--- config.mk ---
export PLATFORM = sky130hd
export DESIGN_NAME = mem_access_sequencer
export DESIGN_NICKNAME = d
export VERILOG_FILES = /design/src/rtl/mem_access_sequencer.sv
export SDC_FILE = /design/constraint.sdc
export NUM_CORES = 1
export LEC_CHECK = 0
export CAP_MARGIN = 20
export CORE_ASPECT_RATIO = 0.8
export CORE_UTILIZATION = 48
export CTS_CLUSTER_DIAMETER = 200
export DETAILED_ROUTE_END_ITERATION = 7
export PLACE_DENSITY_LB_ADDON = 0.1
export SLEW_MARGIN = 20
export SYNTH_ARGS = -nofsm -noshare
export SYNTH_HDL_FRONTEND = slang
export SYNTH_SLANG_ARGS = --single-unit
--- constraint.sdc ---
create_clock -name clk -period 7.33 [get_ports clk]
set_input_delay 1.8325 -clock clk [delete_from_list [all_inputs] [get_ports clk]]
set_output_delay 1.8325 -clock clk [all_outputs]
set_load 0.01 [all_outputs]
--- src/rtl/mem_access_sequencer.sv ---
// mem_access_sequencer
//
// Purpose: accepts one load/store request at a time from the execute stage
// and sequences it onto a single-port, registered-output data RAM. Word-crossing
// accesses are split into two aligned RAM accesses. Load data from the two
// words is merged, shifted down and sign/zero-extended. A single-cycle response
// returns the destination tag.
//
// Ports:
//   clk, rst            - rising-edge clock, synchronous active-high reset
//   req_valid/req_ready - request handshake; transfer when both are high
//   req_store           - 1 = store, 0 = load
//   req_funct3          - RISC-V size/sign code
//   req_addr            - byte address (bits above RAM_AW+1 ignored)
//   req_wdata           - right-justified store data
//   req_rd              - destination tag, echoed on rsp_rd
//   rsp_valid           - one-cycle response pulse
//   rsp_rdata           - extended load data (0 for stores and errors)
//   rsp_rd              - tag of the completed request
//   rsp_err             - illegal funct3 for the access type
//   ram_addr            - RAM word address
//   ram_byteen          - RAM byte-lane enables
//   ram_wdata           - RAM write data
//   ram_wren            - RAM write enable
//   ram_rdata           - RAM read data, valid one cycle after the address
module mem_access_sequencer #(
    parameter int RAM_AW = 10
) (
    input  logic              clk,
    input  logic              rst,
    input  logic              req_valid,
    output logic              req_ready,
    input  logic              req_store,
    input  logic [2:0]        req_funct3,
    input  logic [31:0]       req_addr,
    input  logic [31:0]       req_wdata,
    input  logic [4:0]        req_rd,
    output logic              rsp_valid,
    output logic [31:0]       rsp_rdata,
    output logic [4:0]        rsp_rd,
    output logic              rsp_err,
    output logic [RAM_AW-1:0] ram_addr,
    output logic [3:0]        ram_byteen,
    output logic [31:0]       ram_wdata,
    output logic              ram_wren,
    input  logic [31:0]       ram_rdata
);

    typedef enum logic [1:0] {
        S_IDLE = 2'd0,
        S_LO   = 2'd1,
        S_HI   = 2'd2,
        S_DONE = 2'd3
    } state_e;

    // Loads accept only 000/001/010/100/101; stores only 000/001/010.
    function automatic logic f3_illegal(input logic store, input logic [2:0] f3);
        logic bad;
        if (store) begin
            bad = f3[2] || (f3 == 3'b011);
        end else begin
            bad = (f3 == 3'b011) || (f3 == 3'b110) || (f3 == 3'b111);
        end
        return bad;
    endfunction

    // Sign- or zero-extend the low bytes of a merged load word.
    function automatic logic [31:0] load_extend(input logic [2:0] f3, input logic [31:0] x);
        logic [31:0] r;
        case (f3)
            3'b000:  r = {{24{x[7]}}, x[7:0]};
            3'b001:  r = {{16{x[15]}}, x[15:0]};
            3'b100:  r = {24'd0, x[7:0]};
            3'b101:  r = {16'd0, x[15:0]};
            default: r = x;
        endcase
        return r;
    endfunction

    state_e            state_q, state_d;
    logic              store_q, store_d;
    logic [2:0]        funct3_q, funct3_d;
    logic [RAM_AW+1:0] addr_q, addr_d;
    logic [31:0]       wdata_q, wdata_d;
    logic [4:0]        rd_q, rd_d;
    logic              err_q, err_d;
    logic [31:0]       hold_q, hold_d;
    logic [RAM_AW-1:0] last_addr_q, last_addr_d;
    logic [31:0]       last_wdata_q, last_wdata_d;

    logic              accept_s;
    logic [7:0]        size_mask_s;
    logic [7:0]        lane_mask_s;
    logic              split_s;
    logic [63:0]       store_data_s;
    logic [RAM_AW-1:0] word_lo_s;
    logic [RAM_AW-1:0] word_hi_s;
    logic [31:0]       lo_word_s;
    logic [31:0]       hi_word_s;
    logic [31:0]       merged_s;

    logic              req_ready_s;
    logic              rsp_valid_s;
    logic [31:0]       rsp_rdata_s;
    logic [4:0]        rsp_rd_s;
    logic              rsp_err_s;
    logic [RAM_AW-1:0] ram_addr_s;
    logic [3:0]        ram_byteen_s;
    logic [31:0]       ram_wdata_s;
    logic              ram_wren_s;

    // Lane mask, split decision, shifted store data and merged load data.
    always_comb begin
        case (funct3_q[1:0])
            2'b00:   size_mask_s = 8'h01;
            2'b01:   size_mask_s = 8'h03;
            default: size_mask_s = 8'h0F;
        endcase
        lane_mask_s  = size_mask_s << addr_q[1:0];
        split_s      = |lane_mask_s[7:4];
        store_data_s = {32'd0, wdata_q} << {addr_q[1:0], 3'b000};
        word_lo_s    = addr_q[RAM_AW+1:2];
        // Natural wrap of the word counter handles the top-of-RAM crossing.
        word_hi_s    = word_lo_s + {{(RAM_AW-1){1'b0}}, 1'b1};
        // In DONE ram_rdata is the high word for split accesses, else the low word.
        if (split_s) begin
            lo_word_s = hold_q;
            hi_word_s = ram_rdata;
        end else begin
            lo_word_s = ram_rdata;
            hi_word_s = 32'd0;
        end
        merged_s = 32'({hi_word_s, lo_word_s} >> {addr_q[1:0], 3'b000});
    end

    // Next-state logic and request/holding register updates.
    always_comb begin
        state_d      = state_q;
        store_d      = store_q;
        funct3_d     = funct3_q;
        addr_d       = addr_q;
        wdata_d      = wdata_q;
        rd_d         = rd_q;
        err_d        = err_q;
        hold_d       = hold_q;
        last_addr_d  = last_addr_q;
        last_wdata_d = last_wdata_q;
        accept_s     = req_valid && req_ready_s;
        case (state_q)
            S_IDLE: begin
                if (accept_s) begin
                    store_d  = req_store;
                    funct3_d = req_funct3;
                    addr_d   = req_addr[RAM_AW+1:0];
                    wdata_d  = req_wdata;
                    rd_d     = req_rd;
                    err_d    = f3_illegal(req_store, req_funct3);
                    state_d  = f3_illegal(req_store, req_funct3) ? S_DONE : S_LO;
                end else begin
                    state_d = S_IDLE;
                end
            end
            S_LO: begin
                last_addr_d  = ram_addr_s;
                last_wdata_d = ram_wdata_s;
                state_d      = split_s ? S_HI : S_DONE;
            end
            S_HI: begin
                last_addr_d  = ram_addr_s;
                last_wdata_d = ram_wdata_s;
                hold_d       = ram_rdata;
                state_d      = S_DONE;
            end
            S_DONE:  state_d = S_IDLE;
            default: state_d = S_IDLE;
        endcase
    end

    // Output decode from state and the registered request.
    always_comb begin
        req_ready_s  = (state_q == S_IDLE);
        rsp_valid_s  = 1'b0;
        rsp_rdata_s  = 32'd0;
        rsp_rd_s     = 5'd0;
        rsp_err_s    = 1'b0;
        ram_addr_s   = last_addr_q;
        ram_byteen_s = 4'd0;
        ram_wdata_s  = last_wdata_q;
        ram_wren_s   = 1'b0;
        case (state_q)
            S_LO: begin
                ram_addr_s   = word_lo_s;
                ram_byteen_s = lane_mask_s[3:0];
                ram_wdata_s  = store_data_s[31:0];
                ram_wren_s   = store_q;
            end
            S_HI: begin
                ram_addr_s   = word_hi_s;
                ram_byteen_s = lane_mask_s[7:4];
                ram_wdata_s  = store_data_s[63:32];
                ram_wren_s   = store_q;
            end
            S_DONE: begin
                rsp_valid_s = 1'b1;
                rsp_rd_s    = rd_q;
                rsp_err_s   = err_q;
                if (err_q || store_q) begin
                    rsp_rdata_s = 32'd0;
                end else begin
                    rsp_rdata_s = load_extend(funct3_q, merged_s);
                end
            end
            default: begin
                rsp_valid_s = 1'b0;
            end
        endcase
    end

    // Reset forces every output quiet immediately, not only after the edge.
    assign req_ready  = req_ready_s && !rst;
    assign rsp_valid  = rsp_valid_s && !rst;
    assign rsp_rdata  = rst ? 32'd0 : rsp_rdata_s;
    assign rsp_rd     = rst ? 5'd0 : rsp_rd_s;
    assign rsp_err    = rsp_err_s && !rst;
    assign ram_addr   = rst ? {RAM_AW{1'b0}} : ram_addr_s;
    assign ram_byteen = rst ? 4'd0 : ram_byteen_s;
    assign ram_wdata  = rst ? 32'd0 : ram_wdata_s;
    assign ram_wren   = ram_wren_s && !rst;

    // State, request and holding registers.
    always_ff @(posedge clk) begin
        if (rst) begin
            state_q      <= S_IDLE;
            store_q      <= 1'b0;
            funct3_q     <= 3'd0;
            addr_q       <= {(RAM_AW+2){1'b0}};
            wdata_q      <= 32'd0;
            rd_q         <= 5'd0;
            err_q        <= 1'b0;
            hold_q       <= 32'd0;
            last_addr_q  <= {RAM_AW{1'b0}};
            last_wdata_q <= 32'd0;
        end else begin
            state_q      <= state_d;
            store_q      <= store_d;
            funct3_q     <= funct3_d;
            addr_q       <= addr_d;
            wdata_q      <= wdata_d;
            rd_q         <= rd_d;
            err_q        <= err_d;
            hold_q       <= hold_d;
            last_addr_q  <= last_addr_d;
            last_wdata_q <= last_wdata_d;
        end
    end

endmodule

### Word level (Yosys, flattened, before mapping)

Index checks and enable logic that the tools add are counted.

| storage, ports and cells | value |
|---|---|
| output and inout bits | 87 |
| logic and storage cells | 65 |
| register bits | 130 |
| input port bits | 108 |

| operators by class | value |
|---|---|
| add/sub/neg operators | 1 |
| mux-type cells | 25 |
| shift-type cells | 3 |
| reduce and logical (&&, ||, !) cells | 16 |
| equal/unequal tests | 10 |

Operator list:

| operator | count |
|---|---|
| $mux 32 | 6 |
| $pmux 32 s4 | 1 |
| $pmux 32 s2 | 1 |
| $shl 32x5->64 | 1 |
| $shr 64x5->32 | 1 |
| $pmux 10 s2 | 1 |
| $pmux 4 s2 | 2 |
| $eq 3x3->1 const B | 4 |
| $add 10x1->10 const B | 1 |
| $mux 10 | 1 |
| $mux 5 | 2 |
| $pmux 2 s4 | 1 |
| $shl 8x2->8 | 1 |
| $mux 1 | 7 |
| $logic_and 1x1->1 | 5 |
| $eq 2x1->1 const B | 2 |
| $eq 2x2->1 const B | 2 |
| $logic_not 2->1 | 2 |
| $logic_or 1x1->1 | 4 |
| $mux 2 | 2 |
| $mux 4 | 1 |
| $reduce_or 4->1 | 1 |
| $eq 3x1->1 const B | 1 |
| $eq 3x2->1 const B | 1 |
| other kinds (4) | 4 |

### Depth between registers and ports, before layout

Gate-level depths: netlist of the first run.

| logic depth | value |
|---|---|
| depth after elaboration | 10 |
| mapped depth | 8 |
| mapped depth without buffers | 7 |

### Least setup slack after synthesis of the first run

Ideal clock, no wire load.

| path | value |
|---|---|
| path type | in2out |
| start point | input rst |
| end point | output rsp_rdata[10] |
| arrival time | 3201 ps |
| path buffers | 1 |
| stages on the path | 6 |
| path slack | 2296 ps |
| required time | 5497 ps |
| cells stage by stage | and2b_1 > nand2_1 > clkbuf_1 > a21oi_1 > a21oi_1 > o21ai_0 |

| on the way | value |
|---|---|
| cells in the longest elaborated chain, start to end | 1 |

RTL lines:

| what | RTL line | RTL |
|---|---|---|
| start: declaration | 30 | `input logic rst,` |
| $mux 32 | 222 | `assign rsp_rdata = rst ? 32'd0 : rsp_rdata_s;` |
| end: declaration | 39 | `output logic [31:0] rsp_rdata,` |

Every way passes these cells.

### Worst setup path after layout of the first run

| path | value |
|---|---|
| start point | input ram_rdata[23] |
| end point | output rsp_rdata[17] |

| on the way | value |
|---|---|
| cells in the longest elaborated chain, start to end | 6 |
| elaborated cells between the ends (all ways) | 7 |

RTL lines:

| what | RTL line | RTL |
|---|---|---|
| start: declaration | 46 | `input logic [31:0] ram_rdata` |
| $mux 32 | 126 | `if (split_s) begin` |
| $shr 64x5->32 * | 133 | `merged_s = 32'({hi_word_s, lo_word_s} >> {addr_q[1:0], 3'b000});` |
| $pmux 32 s4 * | 70 | `case (f3)` |
| $mux 32 * | 207 | `if (err_q \|\| store_q) begin` |
| $mux 32 * | 190 | `case (state_q)` |
| $mux 32 * | 222 |  |

Every way passes the cells marked *; elsewhere a longest branch is shown, timed or not.

==> results.ini, run 1 <==
[yosys]
synth_nets=1041
synth_most_common_cell=nand2_1
yosys-top-cells-count=nand2_1 (144), dfxtp_1 (122), nor2_1 (119)
synthTopCellsByArea=dfxtp_1 (34%), mux2i_1 (8.2%), nand2_1 (7.5%)
ys_types=47
avgSynthCellArea_um2=7.81
synth-simple-area-share_pct=21.3
yosysWarnings=0
synth.area.mux_share_pct=15.9
ys.flop_type=dfxtp_1
yosysSeqAreaShare_pct=33.7
synth_top_family_by_area=compound AO/OA/AOI/OAI gates
synthCells=927
ys_ff_latch=122
synth_edf_count=0
netlist_area_um2=7240
synth_fa_ha_area_share_pct=1.04
yosysTopAreaCell=dfxtp_1
synth_compound_area_share_pct=21.5
synth_xor_area_share_pct=0.726
async_flop_share_pct=0
synth_top_area_share_pct=33.7

[global_routing]
grt_max_degree=86
antenna_found_initial=0
grt_pass1_wl_mm=35.7
grt_usage_pct=28.7
overflow=0
grt_pass1_vias=6696

[critical_path]
startpoint=ram_rdata[23]
reg2reg_depth=6
path_buf_inv=2
cp.depth=7
rrSetupSlack_ns=4.52
critPathKind=primary input to primary output
required_ns=5.50
cp_max_fo=16
path_cells=clkdlybuf4s50_1 -> mux2i_1 -> a211oi_2 -> a311oi_2 -> or4_1 -> a21oi_1 -> clkdlybuf4s50_1
cp_common_cell=clkdlybuf4s50_1
cpPeakStageDelay_ns=0.84
crit_end=rsp_rdata[17]
cp_top_family=buffers and inverters
r2r_end=last_wdata_q[7]
r2r-start=addr_q[0]
critPathLaunchType=primary input
critical-path-slowest-cell=or4_1
end_kind=primary output
arrival_ns=4.54

[floorplan]
dieHeight_um=112
ios=195
die-area_um2=15600
row_count=39
start_util_pct=49.9
fp.dieW_um=139
core_area_um2=14500

[clock_network]
cts_buffers=17
cts_resized=0
cts.hold.buffers_added=0
path_clk_slew_ns=0.06
cts_tree=done
clk_path_buf_depth=2
htreeDepth=4
clkSinkCount=122
clockRootBuffer=clkbuf_16
post_cts_buffers=0
clock_latency_ns=0.42

[final_layout]
nNetsFinal=1160
multiInputGateArea_um2=4390
fin_cells=1243
n_fill_cell=1247
layout-drive-gt1-share_pct=10.0
ff_latch_area_um2=2450
num_antenna_cells=0
syn_to_final_growth_pct=31.9

[route]
num_vias=7271
drtAntennaViolNets=0
post-route-drc-count=0
wl_mm=22.1
via_per_inst=5.85
first_pass_iters=5
drt_iter0_drc=504
avgRoutedWirePerCell_um=17.8

[timing]
setup_viol=0
fin_setup_tns_ns=0
worstMarginPinSlew_ns=0.981
drv_slew=0
relSlewSlack_pct=34.6
fin_crit_ns=6.37
fin_skew_ns=0.0108
fin_crit_sh_pct=86.9
hold_viol_final=0
fmax_ghz=0.157
rsz0062_at_grt=no

[pwr]
power_density_nw_per_um2=334
total_power_mw=3.19
p_leak_nw=3.38
ir_worst_vdd_v=0.000246

[job]
cap_violations=0

[place]
port_buffers=174
dpl.cell_count=1210
place_congestion=0.910
hpwl_mm=14.8

[min_path]
hold_path_class=register to register

[run_status]
status=completed

per-layer routing:
layer  track usage, %  vias to the layer above  part of all wire (%)
met4             8.37                        0                   1.5
li1                 -                     3563                     -
met1             40.7                     3408                    47
met2             44.1                      271                    45
met3             5.72                       29                   6.4
met5                0                        -                     0
cells by family after synthesis:
logic type,after synthesis
AO/OA/AOI/OAI,237
XOR/XNOR,6
adder cells (fa/ha/maj),6
buffers and inverters,93
flip-flops,122
multiplexers,100
AND/OR/NAND/NOR,363
per-stage QoR:
| stage | hold slack [ns] | util, % | setup slack (ns) | cell area [um2] |
|---|---|---|---|---|
| after floorplan | 0.432 | - | 2.30 | 7240 |
| after global placement | 0.441 | 61.5 | 1.00 | 8910 |
| after detailed placement | 0.442 | 61.5 | 0.979 | 8910 |
| after CTS | 0.450 | 65.6 | 0.965 | 9510 |
| after global routing | 0.480 | 65.9 | 0.776 | 9550 |
| final | 0.449 | 65.9 | 0.960 | 9550 |
worst min-delay path by stage:
stage                  from  cells past startpoint       to  slack [ns]
finish              rd_q[2]                      2  rd_q[2]        0.45
floorplan           rd_q[0]                      2  rd_q[0]        0.43
CTS                 rd_q[2]                      2  rd_q[2]        0.45
detailed placement  rd_q[2]                      2  rd_q[2]        0.44
global placement    rd_q[2]                      2  rd_q[2]        0.44
global route        rd_q[4]                      2  rd_q[4]        0.48
where the power goes:
part	switching (mW)	internal, mW	total (mW)
Sequential	0.118	0.792	0.911
Clock	0.319	0.536	0.854
Combinational	0.819	0.608	1.43
worst reg2reg max path: cells and delay by family, from the launching register on:
kind | cells | cell delay [ns]
buffers and inverters | 1 | 0.61
AOI/OAI and AO/OA | 2 | 0.68
muxes | 1 | 0.41
and+or+nand+nor | 2 | 0.16
DFF | 1 | 0.80
cell usage in the layout (no fill, tap or decap), types with 14 or more instances in the layout:
cell             netlist  routed
clkdlybuf4s50_1        0     173
nand2_1              144     143
dfxtp_1              122     120
nor2_1               119     119
a21oi_1               90      90
mux2i_1               59      59
nor3_1                54      54
o21ai_0               35      35
mux2_2                31      31
a221oi_1              30      30
a211oi_1              23      23
clkbuf_16              0      17
o22ai_1               14      14
flip-flops by register name, indices dropped and copies added (netlist names):
name          flops
addr_q           12
last_wdata_q     32
wdata_q          32
store_q           1
rd_q              5
last_addr_q      10
funct3_q          3
hold_q           24
err_q             1
state_q           2
area by class of cell:
class / instances / share of cell area, %
multi-input cells: 712 / 46.0
flip-flops and latches: 122 / 25.6
repair buffers: 186 / 19.4
clock buffers: 18 / 4.50
well taps: 184 / 2.41
clock inverters: 14 / 1.80
inverters: 7 / 0.275
Power figures use the tool's default switching activity.
==> inputs of run 2 (changes only) <==
--- a/config.mk
+++ b/config.mk
@@ -8,7 +8,6 @@
 export CAP_MARGIN = 20
 export CORE_ASPECT_RATIO = 0.8
 export CORE_UTILIZATION = 48
-export CTS_CLUSTER_DIAMETER = 200
 export DETAILED_ROUTE_END_ITERATION = 7
 export PLACE_DENSITY_LB_ADDON = 0.1
 export SLEW_MARGIN = 20
==> results of run 2 <==
No change in the layout: final DEF, timing and power equal those of run 1.
